### src/rtl/game_pkg.sv
// Shared definitions for the game sequencer and the phase blocks around it.
//   phase_e         : phase encoding, matches the 2-bit state output
//   Res*            : choose_result encodings
//   phase_onehot()  : one-hot phase enable for a given phase
package game_pkg;

  typedef enum logic [1:0] {
    StIdle   = 2'd0,
    StRoll   = 2'd1,
    StChoose = 2'd2,
    StDone   = 2'd3
  } phase_e;

  localparam logic [1:0] ResContinue = 2'b00;
  localparam logic [1:0] ResWin      = 2'b01;
  localparam logic [1:0] ResLose     = 2'b10;
  localparam logic [1:0] ResLoseAlt  = 2'b11;

  localparam int unsigned TurnsW = 4;

  function automatic logic [3:0] phase_onehot(input phase_e phase);
    phase_onehot = 4'b0001 << phase;
  endfunction

endpackage

### src/rtl/hold_timer.sv
// Hold counter for the DONE display time.
//   clk, rst : clock, asynchronous active-high reset
//   clear    : forces the count to zero (wins over run)
//   run      : increment the count this cycle
//   expired  : count has reached HOLD_CYCLES-1 while running
module hold_timer #(
  parameter int unsigned HOLD_CYCLES = 50_000_000
) (
  input  logic clk,
  input  logic rst,
  input  logic clear,
  input  logic run,
  output logic expired
);

  localparam int unsigned CntW = (HOLD_CYCLES > 1) ? $clog2(HOLD_CYCLES) : 1;
  localparam logic [CntW-1:0] CntLast = CntW'(HOLD_CYCLES - 1);

  logic [CntW-1:0] cnt_q, cnt_d;

  always_comb begin
    cnt_d = cnt_q;
    if (clear) begin
      cnt_d = '0;
    end else if (run) begin
      cnt_d = cnt_q + CntW'(1);
    end
  end

  always_ff @(posedge clk or posedge rst) begin
    if (rst) begin
      cnt_q <= '0;
    end else begin
      cnt_q <= cnt_d;
    end
  end

  assign expired = run && (cnt_q == CntLast);

endmodule

### src/rtl/game_sequencer.sv
// Top-level phase sequencer for one game: IDLE -> ROLL -> CHOOSE -> (ROLL | DONE) -> IDLE.
//   clk, rst       : clock, asynchronous active-high reset
//   start_pulse    : start strobe, honoured in IDLE only
//   roll_pulse     : roll strobe, honoured in ROLL only
//   choose_pulse   : choose strobe, honoured in CHOOSE only, qualifies choose_result
//   choose_result  : 00 continue, 01 win, 1x lose
//   abort          : return to IDLE from any other phase, clears won/lost
//   state          : current phase (0 IDLE, 1 ROLL, 2 CHOOSE, 3 DONE)
//   enable         : one-hot phase enable decoded from state
//   turns          : completed turns in the current game
//   won, lost      : game outcome, held until the next start or reset
//   step           : one-cycle strobe the cycle after each state change
module game_sequencer
  import game_pkg::*;
#(
  parameter int unsigned MAX_TURNS   = 9,
  parameter int unsigned HOLD_CYCLES = 50_000_000
) (
  input  logic       clk,
  input  logic       rst,
  input  logic       start_pulse,
  input  logic       roll_pulse,
  input  logic       choose_pulse,
  input  logic [1:0] choose_result,
  input  logic       abort,
  output logic [1:0] state,
  output logic [3:0] enable,
  output logic [3:0] turns,
  output logic       won,
  output logic       lost,
  output logic       step
);

  localparam logic [TurnsW-1:0] MaxTurns = TurnsW'(MAX_TURNS);

  phase_e            state_q, state_d;
  logic [TurnsW-1:0] turns_q, turns_d;
  logic              won_q, won_d;
  logic              lost_q, lost_d;
  logic              step_q, step_d;
  logic [TurnsW-1:0] turn_inc;
  logic              hold_expired;
  logic              in_done;

  assign in_done = (state_q == StDone);

  // Counter sits at zero outside DONE, so it starts from zero on every entry.
  hold_timer #(
    .HOLD_CYCLES(HOLD_CYCLES)
  ) u_hold_timer (
    .clk    (clk),
    .rst    (rst),
    .clear  (!in_done),
    .run    (in_done),
    .expired(hold_expired)
  );

  // Saturating so turns can never pass the limit or wrap.
  assign turn_inc = (turns_q < MaxTurns) ? turns_q + TurnsW'(1) : turns_q;

  always_comb begin
    state_d = state_q;
    turns_d = turns_q;
    won_d   = won_q;
    lost_d  = lost_q;

    if (abort && (state_q != StIdle)) begin
      state_d = StIdle;
      won_d   = 1'b0;
      lost_d  = 1'b0;
    end else begin
      unique case (state_q)
        StIdle: begin
          if (start_pulse) begin
            state_d = StRoll;
            turns_d = '0;
            won_d   = 1'b0;
            lost_d  = 1'b0;
          end
        end
        StRoll: begin
          if (roll_pulse) begin
            state_d = StChoose;
          end
        end
        StChoose: begin
          if (choose_pulse) begin
            turns_d = turn_inc;
            if (choose_result == ResWin) begin
              state_d = StDone;
              won_d   = 1'b1;
            end else if ((choose_result == ResLose) || (choose_result == ResLoseAlt)) begin
              state_d = StDone;
              lost_d  = 1'b1;
            end else if (turn_inc == MaxTurns) begin
              state_d = StDone;
              lost_d  = 1'b1;
            end else begin
              state_d = StRoll;
            end
          end
        end
        StDone: begin
          if (hold_expired) begin
            state_d = StIdle;
          end
        end
        default: begin
          state_d = StIdle;
        end
      endcase
    end

    step_d = (state_d != state_q);
  end

  always_ff @(posedge clk or posedge rst) begin
    if (rst) begin
      state_q <= StIdle;
      turns_q <= '0;
      won_q   <= 1'b0;
      lost_q  <= 1'b0;
      step_q  <= 1'b0;
    end else begin
      state_q <= state_d;
      turns_q <= turns_d;
      won_q   <= won_d;
      lost_q  <= lost_d;
      step_q  <= step_d;
    end
  end

  assign state  = state_q;
  assign enable = phase_onehot(state_q);
  assign turns  = turns_q;
  assign won    = won_q;
  assign lost   = lost_q;
  assign step   = step_q;

endmodule

### config.mk
export PLATFORM = sky130hd
export DESIGN_NAME = game_sequencer
export DESIGN_NICKNAME = d
export VERILOG_FILES = /design/src/rtl/game_pkg.sv /design/src/rtl/hold_timer.sv /design/src/rtl/game_sequencer.sv
export SDC_FILE = /design/constraint.sdc
export NUM_CORES = 1
export LEC_CHECK = 0
export ABC_AREA = 0
export CAP_MARGIN = 20
export CORE_MARGIN = 4
export CORE_UTILIZATION = 40
export CTS_CLUSTER_SIZE = 25
export DETAILED_ROUTE_END_ITERATION = 16
export PLACE_DENSITY_LB_ADDON = 0.15
export SYNTH_ARGS = -nofsm -noshare
export SYNTH_HDL_FRONTEND = slang
export SYNTH_SLANG_ARGS = --single-unit
### constraint.sdc
create_clock -name clk -period 3.1 [get_ports clk]
set_input_delay 0.465 -clock clk [delete_from_list [all_inputs] [get_ports clk]]
set_output_delay 0.465 -clock clk [all_outputs]
set_load 0.01 [all_outputs]
# After elaboration in Yosys (flattened, before gate mapping)
# Cells that the tools add are included.
# word_totals
input_bits,8
out_inout_bits,13
regBits,35
word_cells,62
# op_classes
bitwise_logic,1
n_reduce_logical,10
muxes,25
magnitude_cmp,1
add_sub_neg,2
eq_ne,16
shifts,1
# op_table
op,n
26-bit by 1-bit adder with 26-bit output (second input constant),1
26-bit == test (second input constant),1
26-bit 2-to-1 mux,1
2-bit 2-to-1 mux,8
4-bit 2-to-1 mux,3
3-bit != test (second input constant),4
1-bit 2-to-1 mux,9
2-bit == test (second input constant),4
2-bit case mux with 4 select lines,1
4-bit case mux with 2 select lines,1
4-bit AND reduction,2
5-bit AND reduction,1
4-bit by 1-bit adder with 4-bit output (second input constant),1
2-bit by 1-bit == test with 1-bit output (second input constant),2
4-bit == test (second input constant),1
4-bit < comparator (second input constant),1
2-bit != test (second input constant),2
4-bit != test (second input constant),1
1-bit case mux with 2 select lines,2
2-bit nonzero test,2
1-bit by 2-bit << shifter with 4-bit output (first input constant),1
3-bit nonzero test,1
1-bit logical AND,2
2-bit logical NOT,1
other kinds (3),3

# Logic depth before layout (Yosys ltp)
# logic_depth
ltp_word,10
depth_mapped,7
ltp_nobuf,7

# Modules after synthesis
# Synthesis repeated with hierarchy kept, for this count alone.
# hier_totals
hier_cells,229
area_unflattened_um2,2094.5
# modules_own_cells
mod,area_each_um2,seq_area_each_um2,instances,cells_each
hold_timer,1445.1,650.6,1,155
game_sequencer,649.4,225.2,1,74

# Worst setup path after synthesis
# Ideal clock, no wire load.
# synth_path
path_type,register -> register
startpoint,"register turns_q[0], in the netlist turns[0]"
endpoint,"register lost_q, in the netlist lost"
arrival_ns,1.752
synth_period_minus_slack_ns,1.878
setup_slack_ns,1.222
path_buffers,0
setup_time_ns,0.126
stages_incl_launch_ff,8
path_cell_list,dfrtp_1 inv_1 ha_1 nand2b_1 nor4b_1 o311ai_0 nor2_1 o311a_1
# synth_between
elab_chain_cells,5
# synth_rtl
element,line,text
from (decl),game_sequencer.sv:37,"logic [TurnsW-1:0] turns_q, turns_d;"
from (signal assigned),game_sequencer.sv:126,turns_q <= turns_d;
4-bit by 1-bit adder with 4-bit output / 4-bit < comparator (equally long branches),game_sequencer.sv:59,assign turn_inc = (turns_q < MaxTurns) ? turns_q + TurnsW'(1) : turns_q;
4-bit 2-to-1 mux (*),game_sequencer.sv:59,
4-bit == test (*),game_sequencer.sv:95,end else if (turn_inc == MaxTurns) begin
4-bit != test (no line) (*),n/a,
5-bit AND reduction (no line) (*),n/a,
to (signal assigned),game_sequencer.sv:128,lost_q <= lost_d;
to (decl),game_sequencer.sv:39,"logic lost_q, lost_d;"
# Mark *: on every way between the ends. The rest lies on a longest branch, timed or not.
# A chain may end at the register's enable or synchronous reset.

# Final worst setup path
# layout_path
startpoint,"register state_q[1], in the netlist state[1]"
endpoint,output enable[3]
# layout_between
elab_chain_cells,1
# layout_rtl
element,line,text
from (decl),game_sequencer.sv:36,"phase_e state_q, state_d;"
from (signal assigned),game_sequencer.sv:119,state_q <= StIdle;
from (signal assigned),game_sequencer.sv:125,state_q <= state_d;
1-bit by 2-bit << shifter with 4-bit output,game_pkg.sv:22,phase_onehot = 4'b0001 << phase;
to (decl),game_sequencer.sv:27,"output logic [3:0] enable,"
# No other way between the ends.

==> flow_results.org <==
** Run status
- The run finished with clean final reports.

** Routing
- DRC violation total after the first TritonRoute iteration :: between 100 and 150
- The detail route stage leaves a number of antenna-violating nets equal to 0.
- Drc violations :: 0
- Via total after detailed routing :: roughly 1500
- The first TritonRoute pass finished after 4 iterations.
- Total detailed-routing wirelength :: 3940 um
- Dividing the detail-routed via count by the number of cells gives approximately 5.5.
- After detailed routing, the average wire length per cell comes to roughly 14 um.

** Cells and area
- Fin nets :: 231
- Relative to the synthesized area, the layout overhead comes to 19.1%.
- The layout has 411 filler cells.
- The count of cells in the finished layout, fillers not included, comes to between 200 and 300.
- Number of inserted diodes :: 0
- Utilization of the core after routing :: about half
- Of the cells placed in the final design, the portion with a size suffix greater than 1 is between 7 and 8%.

** Pwr
- The worst-case IR drop observed on VDD is 0.248 mV.
- For this design the ratio of total power to cell area is 478 nW/um^2.
- Overall power consumption after layout is estimated at 1.08 mW.
- The analysis attributes to cell leakage a power of around 0.95 nW.

** Yosys
- Share of async-settable or async-resettable flops after synthesis :: 100%
- In this run, distinct cell masters in the synthesized netlist total 44.
- After synthesis the netlist holds a flip-flop and latch count of 35.
- Dividing the synthesized area by the synthesized cell count gives roughly 9.6 sq um.
- The synthesized design contains 0 enable-type register cells.
- Synthesis produced a netlist with a net count of about 210.
- sky130_fd_sc_hd__dfrtp_1 is the most common cell in the netlist.
- Prevailing post-synth register cell :: sky130_fd_sc_hd__dfrtp_1
- Yosys printed 0 warnings.
- Top cell types by occurrence after synthesis :: 35 x sky130_fd_sc_hd__dfrtp_1, 34 x sky130_fd_sc_hd__nor2_1, 18 x sky130_fd_sc_hd__xor2_1, 16 x sky130_fd_sc_hd__nand2_1, 12 x sky130_fd_sc_hd__nand3_1
- Sequential cells were found to cover between 40% and 50% of the synthesized design area.
- Gate Count Post-Synth :: ~200
- The share of synthesized area in the top cell type comes to 46.4%.
- Post-Syn Area :: between 1500 and 2000 sq um
- Leading post-synthesis cells by cell area :: sky130_fd_sc_hd__dfrtp_1 46%, sky130_fd_sc_hd__xor2_1 8.3%, sky130_fd_sc_hd__nor2_1 6.8%
- The biggest area contributor in the post-synthesis netlist is sky130_fd_sc_hd__dfrtp_1.

** STA
- Number of hold-slack violations in the final timing report :: 0
- Between clock sinks in the finished design, the worst skew comes to around 4.8 ps.
- Relative slew margins :: between 50% and 60%
- Number of pins with negative max-slew slack in the final report :: 0
- The routed design could run at a clock period as short as ~2300 ps.
- Period Utilization, post-route :: 74.9%
- For the pin with the worst max-slew slack, the measured transition is 679 ps.
- Setup Total Neg Slack :: 0 ps
- Final worst slack :: 779 ps
- Setup violations remaining at the end of the flow were counted as 0.
- Highest Clock Rate :: ~430 MHz
- Setup repair after global routing left no endpoint under its margin.

** Global route
- The first global-routing pass estimated slightly below 7000 um of wire.
- Overall track demand over capacity in global routing :: 14.5%
- The via count of the first global-routing pass came to 1516.
- Grt ovf :: 0
- Initial antenna violation count :: 0
- Largest net degree at the start of global routing :: 36

** Setup path
- Critical path endpoint category :: output pin
- Data required time at the worst endpoint :: 2630 ps
- Across all register-to-register paths, the minimum setup slack is approximately 830 ps.
- Worst R2R Path Depth :: 7
- Data arrival time of the critical path :: ~1900 ps
- The worst register-to-register path ends at lost.
- Worst reg2reg startpoint :: turns[0]
- Of all nets on the critical path, the largest fanout is 26.
- By startpoint and endpoint, the worst setup path is classified as flip-flop to output pin.
- Nature of the critical path startpoint :: flip-flop

** Worst hold path
- Hold path cells :: 1
- Hold Path Class :: flip-flop to flip-flop
- Min-Delay Endpoint :: won
- Launch point of the worst hold path :: won

** Clocking
- Clock latency at the later pin of the worst-skew pair :: between 200 and 300 ps
- Counting every sink on the clock net gives 35.
- No sink is reached through more buffers than the 2 on the longest clock path.
- Count of buffers added by post-CTS timing repair for setup :: 0
- TritonCTS built the clock tree.
- CTS H-tree depth :: 2
- Clock slew at reported path FFs :: roughly 70 ps
- Clk root buf :: sky130_fd_sc_hd__clkbuf_8
- After clock tree synthesis, the repair step resized 0 gates.
- Number of CTS-inserted buffers :: 5
- Cts hold-fix bufs :: 0

** Floorplan
- Area of the core region :: 4470 sq um
- Std-Cell Rows :: 24
- Measured along the x axis, the die boundary spans between 70 and 80 um.
- Starting utilization of the core area :: between 40% and 50%
- Boundary Pins :: 21
- Vertical die dimension :: approximately 77 um
- The die covers 5890 sq um.

** Placed design
- Once placement completed, the tool counted placed cells totaling 265.
- The count of buffers added on input and output ports is 20.
- Detailed-placement wirelength estimate :: between 2000 and 3000 um
- Gp weighted congestion :: around 0.88
- Pre-CTS WS :: 832 ps

** Run
- Across the run, the number of max-cap violations was 0.
logic make-up (layout without fill, tap and decap cells):
| family | Yosys count | in the layout | synth area share [%] |
|---|---|---|---|
| flip-flops | 35 | 35 | 46.4 |
| buffers and inverters | 11 | 36 | 2.25 |
| adder cells (fa/ha/maj) | 3 | 3 | 1.99 |
| XOR/XNOR | 24 | 24 | 11.1 |
| AND/OR/NAND/NOR | 102 | 102 | 30.5 |
| AO/OA/AOI/OAI | 19 | 19 | 6.76 |
| multiplexers | 2 | 2 | 1.06 |
per-layer routing:
metal  part of all wire, %  GRT usage (%)  up-vias
met5                     0              0        -
met4                   1.3           4.89        0
met3                   3.8           3.98        5
met2                    47           23.7       36
met1                    47           18.4      724
li1                      -              -      732
worst max-delay path: stages (launching register included):
cell                              delay (ps)
sky130_fd_sc_hd__dfrtp_1                 630
sky130_fd_sc_hd__nand2_1                  90
sky130_fd_sc_hd__buf_4                   250
sky130_fd_sc_hd__inv_1                    80
sky130_fd_sc_hd__clkdlybuf4s50_1         530
area by class of cell:
type / instances / area, sq um / share of cell area (%)
Multi-Input combinational cell: 150 / 971 / 43.2
Tap cell: 52 / 65.1 / 2.89
Inverter: 6 / 22.5 / 1.00
Clock buffer: 8 / 100 / 4.45
Timing Repair Buffer: 22 / 215 / 9.57
Sequential cell: 35 / 876 / 38.9
cell usage in the layout, fill, tap and decap left out, types with 3 or more instances in the layout:
cell type	count
sky130_fd_sc_hd__nand2b_1	4
sky130_fd_sc_hd__nand3_1	12
sky130_fd_sc_hd__ha_1	3
sky130_fd_sc_hd__o21ai_0	3
sky130_fd_sc_hd__and2_1	3
sky130_fd_sc_hd__xnor2_1	6
sky130_fd_sc_hd__clkdlybuf4s50_1	20
sky130_fd_sc_hd__clkbuf_8	7
sky130_fd_sc_hd__a21oi_1	6
sky130_fd_sc_hd__nor3_1	3
sky130_fd_sc_hd__nand4_1	9
sky130_fd_sc_hd__inv_1	6
sky130_fd_sc_hd__nor2_1	34
sky130_fd_sc_hd__nand2_1	16
sky130_fd_sc_hd__xor2_1	18
sky130_fd_sc_hd__dfrtp_1	35
metrics by stage:
stage                     hold slack [ps]  cell area (sq um)
after floorplan                       476               1890
after global placement                484               2150
after detailed placement              489               2150
after CTS                             510               2250
after global routing                  548               2250
final                                 505               2250
sequential cells by signal, indices dropped and copies added, names as in the netlist:
signal              count
step                    1
won                     1
u_hold_timer.cnt_q     26
state                   2
turns                   4
lost                    1
where the power goes:
group	switching, mW	internal (mW)
logic	0.0987	0.105
clock network	0.158	0.203
registers	0.0355	0.477
how the worst max path moves through the flow:
| stage | cells after the start | start | endpoint |
|---|---|---|---|
| after CTS | 4 | state[1] | enable[3] |
| final | 4 | state[1] | enable[3] |
| after detailed placement | 7 | turns[0] | lost |
| after floorplan | 7 | turns[0] | lost |
| after global routing | 4 | state[1] | enable[3] |
| after global placement | 7 | turns[0] | lost |
No activity file was read; power rests on OpenSTA's default activity.
